--- config.mk ---
export PLATFORM = sky130hd
export DESIGN_NAME = dac_osc_sequencer_flat
export DESIGN_NICKNAME = d
export VERILOG_FILES = /design/src/rtl/dac_osc_pkg.sv /design/src/rtl/dac_osc_sequencer_if.sv /design/src/rtl/ro_edge_counter.sv /design/src/rtl/dac_osc_sequencer.sv /design/src/flat_wrapper.sv
export SDC_FILE = /design/constraint.sdc
export NUM_CORES = 1
export LEC_CHECK = 0
export ABC_CLOCK_PERIOD_IN_PS = 3200
export CAP_MARGIN = 5
export CORE_MARGIN = 1
export CORE_UTILIZATION = 39
export CTS_CLUSTER_SIZE = 28
export DETAILED_ROUTE_END_ITERATION = 6
export PLACE_DENSITY = 0.59
export SETUP_SLACK_MARGIN = 0.02
export SYNTH_ARGS = -nofsm -noshare
export SYNTH_HDL_FRONTEND = slang
export SYNTH_SLANG_ARGS = --single-unit
--- constraint.sdc ---
create_clock -name clk -period 3.2 [get_ports clk]
set_clock_uncertainty 0.1 [all_clocks]
set_input_delay 0.8 -clock clk [delete_from_list [all_inputs] [get_ports clk]]
set_output_delay 0.8 -clock clk [all_outputs]
set_load 0.005 [all_outputs]
--- src/rtl/dac_osc_pkg.sv ---
// Shared types and constants for the DAC / ring-oscillator sequencer.
// Includes the state encoding, the mode codes and the DAC full-scale value.
package dac_osc_pkg;

  typedef enum logic [2:0] {
    IDLE,
    BBM,
    DRIVE,
    MEAS,
    DONE
  } state_t;

  localparam logic [1:0] MODE_RAMP      = 2'd0;
  localparam logic [1:0] MODE_TRI       = 2'd1;
  localparam logic [1:0] MODE_RAMP_CONT = 2'd2;
  localparam logic [1:0] MODE_RO        = 2'd3;

  localparam logic [2:0] DAC_MAX = 3'd7;

endpackage

--- src/rtl/dac_osc_sequencer_if.sv ---
// Config pins in, analog-macro controls out; clk/rst_n stay outside.
// The master side drives the config pins, the slave side is the sequencer.
interface dac_osc_sequencer_if #(
  parameter int CNT_W = 16
);

  logic             start;
  logic             stop;
  logic [1:0]       mode;
  logic [7:0]       dwell;
  logic             short_req;
  logic             ro_in;
  logic [2:0]       dac_code;
  logic             sel_dac;
  logic             sel_ro;
  logic             sel_short;
  logic             osc_en;
  logic             busy;
  logic             done;
  logic [CNT_W-1:0] ro_count;

  modport master (
    output start, stop, mode, dwell, short_req, ro_in,
    input  dac_code, sel_dac, sel_ro, sel_short, osc_en, busy, done, ro_count
  );

  modport slave (
    input  start, stop, mode, dwell, short_req, ro_in,
    output dac_code, sel_dac, sel_ro, sel_short, osc_en, busy, done, ro_count
  );

endinterface

--- src/rtl/ro_edge_counter.sv ---
// Synchronises the free-running ring-osc output and counts its rising edges.
// Latency: SYNC_STAGES+1 cycles from ro_in edge to count; count saturates at all-ones.
module ro_edge_counter #(
  parameter int CNT_W       = 16,
  parameter int SYNC_STAGES = 2
) (
  input  logic             clk,
  input  logic             rst_n,
  input  logic             ro_in,
  input  logic             clear,
  input  logic             en,
  output logic [CNT_W-1:0] count
);

  logic [SYNC_STAGES-1:0] sync_q;
  logic                   prev_q;
  logic                   rise;

  assign rise = sync_q[SYNC_STAGES-1] & ~prev_q;

  always_ff @(posedge clk or negedge rst_n) begin
    if (!rst_n) begin
      sync_q <= '0;
      prev_q <= 1'b0;
      count  <= '0;
    end else begin
      sync_q[0] <= ro_in;
      for (int i = 1; i < SYNC_STAGES; i++) begin
        sync_q[i] <= sync_q[i-1];
      end
      prev_q <= sync_q[SYNC_STAGES-1];
      if (clear) begin
        count <= '0;
      end else if (en && rise && (count != '1)) begin
        count <= count + 1'b1;
      end
    end
  end

endmodule

--- src/rtl/dac_osc_sequencer.sv ---
// Sequences DAC sweeps and ring-osc measurement windows with break-before-make selects.
// Outputs are registered from next-state; start is a level sampled only in IDLE, stop aborts anywhere.
module dac_osc_sequencer
  import dac_osc_pkg::*;
#(
  parameter int BBM_CYCLES  = 4,
  parameter int GATE_CYCLES = 1024,
  parameter int CNT_W       = 16,
  parameter int SYNC_STAGES = 2
) (
  input logic                clk,
  input logic                rst_n,
  dac_osc_sequencer_if.slave bus
);

  localparam int BW = $clog2(BBM_CYCLES + 1);
  localparam int GW = $clog2(GATE_CYCLES + 1);
  localparam logic [BW-1:0] BBM_LAST  = BW'(BBM_CYCLES - 1);
  localparam logic [GW-1:0] GATE_LAST = GW'(GATE_CYCLES - 1);

  state_t           state_q, state_nxt;
  logic [1:0]       mode_q;
  logic [7:0]       dwell_q;
  logic [BW-1:0]    bbm_q, bbm_nxt;
  logic [7:0]       dcnt_q, dcnt_nxt;
  logic [GW-1:0]    gcnt_q, gcnt_nxt;
  logic [2:0]       code_q, code_nxt;
  logic             up_q, up_nxt;
  logic             launch, cnt_clear, cnt_en, capture;
  logic             sel_dac_q, sel_ro_q, sel_short_q, osc_en_q, busy_q, done_q;
  logic [CNT_W-1:0] ro_count_q, meas_count;

  assign launch = (state_q == IDLE) && bus.start && !bus.stop;
  assign cnt_en = (state_q == MEAS);

  always_comb begin
    state_nxt = state_q;
    bbm_nxt   = bbm_q;
    dcnt_nxt  = dcnt_q;
    gcnt_nxt  = gcnt_q;
    code_nxt  = code_q;
    up_nxt    = up_q;
    cnt_clear = 1'b0;
    capture   = 1'b0;
    case (state_q)
      IDLE: begin
        if (launch) begin
          state_nxt = BBM;
          bbm_nxt   = '0;
        end
      end
      BBM: begin
        if (bus.stop) begin
          state_nxt = DONE;
        end else if (bbm_q == BBM_LAST) begin
          if (mode_q == MODE_RO) begin
            state_nxt = MEAS;
            gcnt_nxt  = '0;
            cnt_clear = 1'b1;
          end else begin
            state_nxt = DRIVE;
            code_nxt  = 3'd0;
            up_nxt    = 1'b1;
            dcnt_nxt  = 8'd0;
          end
        end else begin
          bbm_nxt = bbm_q + 1'b1;
        end
      end
      DRIVE: begin
        if (bus.stop) begin
          state_nxt = DONE;
        end else if (dcnt_q != dwell_q) begin
          dcnt_nxt = dcnt_q + 8'd1;
        end else begin
          dcnt_nxt = 8'd0;
          case (mode_q)
            MODE_RAMP: begin
              if (code_q == DAC_MAX) state_nxt = DONE;
              else                   code_nxt  = code_q + 3'd1;
            end
            MODE_TRI: begin
              // The peak is emitted once: turn around straight to DAC_MAX-1.
              if (up_q) begin
                if (code_q == DAC_MAX) begin
                  up_nxt   = 1'b0;
                  code_nxt = DAC_MAX - 3'd1;
                end else begin
                  code_nxt = code_q + 3'd1;
                end
              end else if (code_q == 3'd0) begin
                state_nxt = DONE;
              end else begin
                code_nxt = code_q - 3'd1;
              end
            end
            default: code_nxt = code_q + 3'd1;
          endcase
        end
      end
      MEAS: begin
        if (bus.stop) begin
          state_nxt = DONE;
        end else if (gcnt_q == GATE_LAST) begin
          state_nxt = DONE;
          capture   = 1'b1;
        end else begin
          gcnt_nxt = gcnt_q + 1'b1;
        end
      end
      DONE:    state_nxt = IDLE;
      default: state_nxt = IDLE;
    endcase
    if (state_nxt != DRIVE) begin
      code_nxt = 3'd0;
    end
  end

  always_ff @(posedge clk or negedge rst_n) begin
    if (!rst_n) begin
      state_q <= IDLE;
      mode_q  <= MODE_RAMP;
      dwell_q <= 8'd0;
      bbm_q   <= '0;
      dcnt_q  <= 8'd0;
      gcnt_q  <= '0;
      code_q  <= 3'd0;
      up_q    <= 1'b0;
    end else begin
      state_q <= state_nxt;
      bbm_q   <= bbm_nxt;
      dcnt_q  <= dcnt_nxt;
      gcnt_q  <= gcnt_nxt;
      code_q  <= code_nxt;
      up_q    <= up_nxt;
      if (launch) begin
        mode_q  <= bus.mode;
        dwell_q <= bus.dwell;
      end
    end
  end

  // Selects follow the next state, so BBM and DONE always present an all-low cycle.
  always_ff @(posedge clk or negedge rst_n) begin
    if (!rst_n) begin
      sel_dac_q   <= 1'b0;
      sel_ro_q    <= 1'b0;
      sel_short_q <= 1'b0;
      osc_en_q    <= 1'b0;
      busy_q      <= 1'b0;
      done_q      <= 1'b0;
      ro_count_q  <= '0;
    end else begin
      sel_dac_q   <= (state_nxt == DRIVE);
      sel_ro_q    <= (state_nxt == MEAS);
      sel_short_q <= (state_nxt == IDLE) && bus.short_req;
      osc_en_q    <= (state_nxt == MEAS);
      busy_q      <= (state_nxt != IDLE);
      done_q      <= (state_nxt == DONE);
      if (capture) begin
        ro_count_q <= meas_count;
      end
    end
  end

  ro_edge_counter #(
    .CNT_W       (CNT_W),
    .SYNC_STAGES (SYNC_STAGES)
  ) u_ro_cnt (
    .clk   (clk),
    .rst_n (rst_n),
    .ro_in (bus.ro_in),
    .clear (cnt_clear),
    .en    (cnt_en),
    .count (meas_count)
  );

  assign bus.dac_code  = code_q;
  assign bus.sel_dac   = sel_dac_q;
  assign bus.sel_ro    = sel_ro_q;
  assign bus.sel_short = sel_short_q;
  assign bus.osc_en    = osc_en_q;
  assign bus.busy      = busy_q;
  assign bus.done      = done_q;
  assign bus.ro_count  = ro_count_q;

endmodule

--- src/flat_wrapper.sv ---
// flat-port wrapper written by rule: the top's interface ports become plain ports
module dac_osc_sequencer_flat import dac_osc_pkg::*;
#(
  parameter int BBM_CYCLES  = 4,
  parameter int GATE_CYCLES = 1024,
  parameter int CNT_W       = 16,
  parameter int SYNC_STAGES = 2
)
  (clk, rst_n, bus_start, bus_stop, bus_mode, bus_dwell, bus_short_req, bus_ro_in, bus_dac_code, bus_sel_dac, bus_sel_ro, bus_sel_short, bus_osc_en, bus_busy, bus_done, bus_ro_count);
  dac_osc_sequencer_if #(.CNT_W(CNT_W)) bus_i ();
  input logic clk;
  input logic rst_n;
  input wire logic [$bits(bus_i.start)-1:0] bus_start;
  input wire logic [$bits(bus_i.stop)-1:0] bus_stop;
  input wire logic [$bits(bus_i.mode)-1:0] bus_mode;
  input wire logic [$bits(bus_i.dwell)-1:0] bus_dwell;
  input wire logic [$bits(bus_i.short_req)-1:0] bus_short_req;
  input wire logic [$bits(bus_i.ro_in)-1:0] bus_ro_in;
  output wire logic [$bits(bus_i.dac_code)-1:0] bus_dac_code;
  output wire logic [$bits(bus_i.sel_dac)-1:0] bus_sel_dac;
  output wire logic [$bits(bus_i.sel_ro)-1:0] bus_sel_ro;
  output wire logic [$bits(bus_i.sel_short)-1:0] bus_sel_short;
  output wire logic [$bits(bus_i.osc_en)-1:0] bus_osc_en;
  output wire logic [$bits(bus_i.busy)-1:0] bus_busy;
  output wire logic [$bits(bus_i.done)-1:0] bus_done;
  output wire logic [$bits(bus_i.ro_count)-1:0] bus_ro_count;
  assign bus_i.start = bus_start;
  assign bus_i.stop = bus_stop;
  assign bus_i.mode = bus_mode;
  assign bus_i.dwell = bus_dwell;
  assign bus_i.short_req = bus_short_req;
  assign bus_i.ro_in = bus_ro_in;
  assign bus_dac_code = bus_i.dac_code;
  assign bus_sel_dac = bus_i.sel_dac;
  assign bus_sel_ro = bus_i.sel_ro;
  assign bus_sel_short = bus_i.sel_short;
  assign bus_osc_en = bus_i.osc_en;
  assign bus_busy = bus_i.busy;
  assign bus_done = bus_i.done;
  assign bus_ro_count = bus_i.ro_count;
  dac_osc_sequencer #(.BBM_CYCLES(BBM_CYCLES), .GATE_CYCLES(GATE_CYCLES), .CNT_W(CNT_W), .SYNC_STAGES(SYNC_STAGES)) u_core (.clk(clk), .rst_n(rst_n), .bus(bus_i));
endmodule
==> After elaboration in Yosys (flattened, before gate mapping) <==
Cells that the tools add are included.
{ "totals": {"ff_bits": 79, "output_inout_bits": 25} }
{ "op_classes": {"n_addsub": 6, "n_eq_ne": 32, "mux": 59, "bitwise": 2, "reduce_logical": 21} }
{ "ops": {"columns": ["op", "n"], "rows": [
  ["$mux W3", 23],
  ["$mux W11", 5],
  ["$mux W8", 5],
  ["$mux W16", 2],
  ["$pmux W3 S2", 4],
  ["$pmux W11 S2", 1],
  ["$add A16 B1 Y16 const B", 1],
  ["$mux W1", 16],
  ["$ne A16 B16 Y1 const B", 1],
  ["$pmux W8 S2", 1],
  ["$eq A3 B2 Y1 const B", 5],
  ["$ne A2 B2 Y1 const B", 7],
  ["$pmux W3 S4", 1],
  ["$add A11 B1 Y11 const B", 1],
  ["$eq A11 B10 Y1 const B", 1],
  ["$logic_not A3 Y1", 3],
  ["$ne A3 B2 Y1 const B", 3],
  ["$add A8 B1 Y8 const B", 1],
  ["$ne A2 B1 Y1 const B", 4],
  ["$ne A8 B8 Y1", 1],
  ["$reduce_and A8 Y1", 1],
  ["$reduce_bool A2 Y1", 4],
  ["$reduce_and A7 Y1", 1],
  ["$add A3 B1 Y3 const B", 2],
  ["other kinds (19)", 26]
]} }

==> Longest topological paths before layout <==
{ "logic_depth": {"depth_word": 10, "mapped_depth": 8, "ltp_nobuf": 7} }

==> Modules after synthesis <==
Synthesis repeated with hierarchy kept, for this count alone.
{ "hier_totals": {"hier_cells": 381, "hier_area_um2": 3996.3} }
{ "by_module_without_submodules": {"columns": ["module", "instances", "cells_each", "area_per_inst_um2", "seq_area_each_um2"], "rows": [
  ["dac_osc_sequencer", 1, 277, 2996.6, 1501.4],
  ["ro_edge_counter", 1, 104, 999.7, 475.5]
]} }

==> Worst setup path after synthesis <==
Ideal clock, no wire load.
{ "synth_timing": {"path_kind": "reg2reg", "start": "register u_core.bbm_q[0]", "end": "register u_core.gcnt_q[8]", "t_arrival_ns": 1.990, "t_required_ns": 2.972, "setup_slack_ns": 0.981, "stages_incl_launch_ff": 8, "cell_sequence": "dfrtp_1 ha_1 ha_1 a21boi_0 or4b_1 a211o_1 o21ai_0 o31ai_1"} }
{ "synth_via": {"elab_chain_cells": 3} }
{ "synth_lines": {"columns": ["element", "line_no", "text"], "rows": [
  ["from (decl)", "dac_osc_sequencer.sv:24", "logic [BW-1:0] bbm_q, bbm_nxt;"],
  ["from (signal assigned)", "dac_osc_sequencer.sv:131", "bbm_q <= bbm_nxt;"],
  ["$eq A3 B2 Y1", "dac_osc_sequencer.sv:55", "end else if (bbm_q == BBM_LAST) begin"],
  ["$ne A2 B1 Y1 (no source line)", null, null],
  ["$reduce_and A6 Y1 (no source line)", null, null],
  ["to (signal assigned)", "dac_osc_sequencer.sv:133", "gcnt_q <= gcnt_nxt;"],
  ["to (decl)", "dac_osc_sequencer.sv:26", "logic [GW-1:0] gcnt_q, gcnt_nxt;"]
]} }
No other way between the ends.
A chain may end at the register's enable or synchronous reset.

==> Worst setup path after layout <==
{ "layout_timing": {"start": "register u_core.bbm_q[0]", "end": "register u_core.code_q[2], in the netlist u_core.bus.dac_code[2]"} }
{ "layout_via": {"elab_chain_cells": 7, "word_cells_on_any_way": 15, "classes_between": "9 x eq/ne; 4 x mux; 2 x reduce/logical"} }
{ "layout_lines": {"columns": ["element", "line_no", "text"], "rows": [
  ["$eq A3 B2 Y1 *", "dac_osc_sequencer.sv:55", null],
  ["$mux W3", "dac_osc_sequencer.sv:55", null],
  ["$mux W3", "dac_osc_sequencer.sv:53", "if (bus.stop) begin"],
  ["$pmux W3 S4", "dac_osc_sequencer.sv:45", "case (state_q)"],
  ["$ne A3 B2 Y1", "dac_osc_sequencer.sv:114", "if (state_nxt != DRIVE) begin"],
  ["$ne A5 B4 Y1 (no source line) (tied with other cells)", null, null],
  ["$reduce_and A8 Y1 (no source line)", null, null],
  ["to (signal assigned)", "dac_osc_sequencer.sv:134", "code_q <= code_nxt;"],
  ["to (decl)", "dac_osc_sequencer.sv:27", "logic [2:0] code_q, code_nxt;"]
]} }
Every way passes the cells marked *; elsewhere a longest branch is shown, timed or not.

==> tab_implementation.tex <==
\begin{tabular}{lr}
\hline
Metric & Value \\
\hline
\multicolumn{2}{l}{\textbf{Outcome}} \\
\quad Status & complete, no violations \\
\multicolumn{2}{l}{\textbf{Place}} \\
\quad Port Buf Inserts & 40 \\
\quad Post-DP Area & 4519 µm² \\
\quad Cell total after placement & between 500 and 600 \\
\quad Post-DP HPWL & 5.592 mm \\
\quad Weighted congestion reported at the end of routability-driven placement & 0.8511 \\
\multicolumn{2}{l}{\textbf{Detailed routing}} \\
\quad Routed len/inst & 13.85 µm \\
\quad Vias per inst & 5.259 \\
\quad Number of nets with antenna violations after detailed routing & 0 \\
\quad Met1 routed wirelength after detailed routing & roughly 3.8 mm \\
\quad Router iterations before antenna repair & 4 \\
\quad Total wirelength of the detailed-routed design & 7.854 mm \\
\quad Via count & $\sim$3000 \\
\quad DRC & 0 \\
\quad Met2 layer wire length in the routed design & 3.578 mm \\
\quad 1st-iter DRT viols & 192 \\
\quad Uppermost metal layer occupied by signal nets & met4 \\
\quad Length of routed met3 wiring & 319 µm \\
\multicolumn{2}{l}{\textbf{Clock tree}} \\
\quad Number of H-tree levels & 3 \\
\quad Post-cts resize count & 0 \\
\quad Hold buffer count at CTS & 0 \\
\quad TritonCTS clock tree & done \\
\quad Insertion delay to the later sink of the worst-skew pair & 0.34 ns \\
\quad CTS clk-pin slew, worst paths & 0.08 ns \\
\quad Num CTS Buffers & 9 \\
\quad Clock sink count & 79 \\
\quad Clock root cell & sky130\_fd\_sc\_hd\_\_clkbuf\_8 \\
\quad Buffers from clock root to sink, at most & 2 \\
\quad Setup fix buffers added after clock tree synthesis & 0 \\
\multicolumn{2}{l}{\textbf{Die}} \\
\quad Top-Level Pins & 41 \\
\quad Starting density of the core & between 40\% and 50\% \\
\quad Vertical die dimension & 103.2 µm \\
\quad Core Area & 9864 µm² \\
\quad Number of core rows & 36 \\
\quad Width of the chip & 103.2 µm \\
\quad Die ar. & 10650 µm² \\
\multicolumn{2}{l}{\textbf{Synth}} \\
\quad Cell with the most instances after synthesis & sky130\_fd\_sc\_hd\_\_dfrtp\_1 \\
\quad Sequential-to-total area share from yosys stat & 49.51\% \\
\quad Average footprint of a synthesized cell & around 10 µm² \\
\quad Proportion of synthesized flip-flops having asynchronous set or reset & 100.0\% \\
\quad Cell type with the highest aggregate area in the netlist & sky130\_fd\_sc\_hd\_\_dfrtp\_1 \\
\quad Leading post-synthesis cells by cell area & sky130\_fd\_sc\_hd\_\_dfrtp\_1 (50\%), sky130\_fd\_sc\_hd\_\_mux2\_2 (6.8\%), sky130\_fd\_sc\_hd\_\_nand2\_1 (3.2\%) \\
\quad Mapped Cells & roughly 390 \\
\quad Unique masters post-synth & 59 \\
\quad Commonest cells post-synth & sky130\_fd\_sc\_hd\_\_dfrtp\_1 (79), sky130\_fd\_sc\_hd\_\_nand2\_1 (34), sky130\_fd\_sc\_hd\_\_nor2\_1 (32), sky130\_fd\_sc\_hd\_\_mux2\_2 (24), sky130\_fd\_sc\_hd\_\_o21ai\_0 (23) \\
\quad Top\_reg\_cell synth & sky130\_fd\_sc\_hd\_\_dfrtp\_1 \\
\quad Syn nets & roughly 410 \\
\quad Flops \& latches, synth & 79 \\
\quad Netlist area before placement & 3993 µm² \\
\quad Number of synthesized flops with an enable pin & 0 \\
\quad Post-synth top area share & between 40 and 50\% \\
\quad Warnings from Yosys & 0 \\
\multicolumn{2}{l}{\textbf{Run}} \\
\quad Number of maximum-capacitance constraint violations & 0 \\
\multicolumn{2}{l}{\textbf{Final layout}} \\
\quad NumNets Final & between 400 and 500 \\
\quad Non-filler cells, final & 567 \\
\quad Non-Filler Cell Area, Final & between 4000 and 5000 µm² \\
\quad Antenna cell count & 0 \\
\quad Area grow syn2layout & 18.71\% \\
\quad Share of final-layout standard cells stronger than drive strength 1 & 12.67\% \\
\multicolumn{2}{l}{\textbf{Pwr}} \\
\quad P per Cell Area & 485.0 nW/µm² \\
\quad Power after layout & 2299 µW \\
\quad Maximum vdd ir drop & around 0.00022 V \\
\quad Leakage power of the design & 0.002028 µW \\
\multicolumn{2}{l}{\textbf{Global route}} \\
\quad Wire length of the first global-routing pass & between 10 and 15 mm \\
\quad Remaining global-route overflow & 0 \\
\quad Aggregate global-route resource usage & between 10\% and 20\% \\
\quad Number of antenna violations at the first check in global routing & 0 \\
\quad Number of global-route vias before repair & 2741 \\
\quad Largest net degree at the start of global routing & 80 \\
\multicolumn{2}{l}{\textbf{STA}} \\
\quad Worst hold slack & 0.2527 ns \\
\quad RSZ-0062 raised after global routing & false \\
\quad Tightest slew margin relative to the limit & 18.81\% \\
\quad Final Max Slew Viols & 0 \\
\quad Final worst path period share & 87.47\% \\
\quad Number of hold violations in the final report & 0 \\
\quad Transition time at the pin with the least slew margin & 1.199 ns \\
\quad Final setup viols & 0 \\
\quad Fin Setup TNS & 0 ns \\
\quad Final critical delay including setup and external delays & approximately 2.8 ns \\
\quad Highest clock frequency the design can meet & between 0.3 and 0.4 GHz \\
\multicolumn{2}{l}{\textbf{Critical path}} \\
\quad Worst Setup Start Kind & flop \\
\quad Critical path fanouts, max & 10 \\
\quad CP Class & flop to flop \\
\quad Required time of the critical path & 3.35 ns \\
\quad Critical path endpoint category & flop \\
\quad CP Data Arrival Time & 2.95 ns \\
\multicolumn{2}{l}{\textbf{Hold path}} \\
\quad Type of the most critical hold path & flop to flop \\
\hline
\end{tabular}
[cell type report]
type	instances	area, µm²
clock buffer	10	127.6
timing repair buffer	45	435.4
tap	133	166.4
inverter	15	56.30
fill	911	5125
sequential	79	1977
multi-input combinational	279	1884
clock inverter	6	92.59
[sequential cells by signal, summed over array words and instances, names as in the netlist, 2 cells and up]
name / flops
u_core.mode_q: 2
u_core.u_ro_cnt.sync_q: 2
u_core.bbm_q: 3
u_core.gcnt_q: 11
u_core.bus.dac_code: 3
u_core.bus.ro_count: 16
u_core.u_ro_cnt.count: 16
u_core.state_q: 3
u_core.dcnt_q: 8
u_core.dwell_q: 8
[cell families after synthesis]
| kind of cell | after synthesis | synth area share, % |
|---|---|---|
| and+or+nand+nor | 146 | 19.99 |
| DFF | 79 | 49.51 |
| AOI/OAI and AO/OA | 74 | 11.69 |
| buffers and inverters | 27 | 3.290 |
| muxes | 27 | 7.553 |
| xor gates and xnor gates | 22 | 4.826 |
| adders and majority gates | 10 | 3.134 |
[through the flow]
step           utilization, %  worst slack [ns]
2_1_floorplan               -            0.9814
3_3_place_gp            45.81            0.4951
3_5_place_dp            45.81            0.4176
4_1_cts                 48.05            0.3929
5_1_grt                 48.05            0.1448
6_report                48.05            0.4011
[metal layers]
metal | up-vias | track usage [%]
li1 | 1469 | -
met2 | 60 | 25.13
met5 | - | 0
met1 | 1443 | 22.94
met4 | 0 | 5.959
met3 | 10 | 2.688
[path summary, 6_finish.rpt]
| check | to | cells past startpoint | startpoint | slack, ns |
|---|---|---|---|---|
| min in group asynchronous | u_core.u_ro_cnt.count[14] | 1 | rst_n | 0.51 |
| max in group asynchronous | u_core.dcnt_q[4] | 1 | rst_n | 1.85 |
| worst max register to register | u_core.bus.dac_code[2] | 7 | u_core.bbm_q[0] | 0.40 |
| worst max-delay path | u_core.bus.dac_code[2] | 7 | u_core.bbm_q[0] | 0.40 |
| worst min register to register | u_core.u_ro_cnt.sync_q[1] | 0 | u_core.u_ro_cnt.sync_q[0] | 0.25 |
| worst min-delay path | u_core.u_ro_cnt.sync_q[1] | 0 | u_core.u_ro_cnt.sync_q[0] | 0.25 |
[cell usage in the layout, fill, tap and decap left out, types with 4 or more instances in the layout]
cell                              instances
sky130_fd_sc_hd__o31ai_1                  4
sky130_fd_sc_hd__mux2_2                  24
sky130_fd_sc_hd__xnor2_1                  9
sky130_fd_sc_hd__clkdlybuf4s50_1         39
sky130_fd_sc_hd__o21ai_0                 23
sky130_fd_sc_hd__a21oi_1                 15
sky130_fd_sc_hd__nor2_1                  32
sky130_fd_sc_hd__nand2_1                 34
sky130_fd_sc_hd__inv_1                   15
sky130_fd_sc_hd__nand3b_1                 4
sky130_fd_sc_hd__nor3_1                   8
sky130_fd_sc_hd__nand2b_1                10
sky130_fd_sc_hd__a31oi_1                  9
sky130_fd_sc_hd__nand3_1                 21
sky130_fd_sc_hd__clkbuf_8                 9
sky130_fd_sc_hd__nand4_1                  4
sky130_fd_sc_hd__dfrtp_1                 79
sky130_fd_sc_hd__buf_4                    6
sky130_fd_sc_hd__or3_1                    4
sky130_fd_sc_hd__ha_1                    10
sky130_fd_sc_hd__nor4_1                   4
sky130_fd_sc_hd__xor2_1                  13
[report_power, final]
group / leakage (µW) / total, µW / internal [µW] / switching, µW
logic: 0.000937 / 347 / 149 / 198
clock network: 0.000104 / 813 / 445 / 368
registers: 0.000987 / 1140 / 1070 / 69.9
total: 0.00203 / 2300 / 1660 / 636
[critical path, cell delays in order, from the launching register on]
cell                       delay [ns]
sky130_fd_sc_hd__dfrtp_1         0.40
sky130_fd_sc_hd__ha_1            0.20
sky130_fd_sc_hd__ha_1            0.21
sky130_fd_sc_hd__a21boi_0        0.16
sky130_fd_sc_hd__o311ai_1        0.99
sky130_fd_sc_hd__nand2b_1        0.23
sky130_fd_sc_hd__o311ai_0        0.14
sky130_fd_sc_hd__a211oi_1        0.28
No activity file was read; power rests on OpenSTA's default activity.
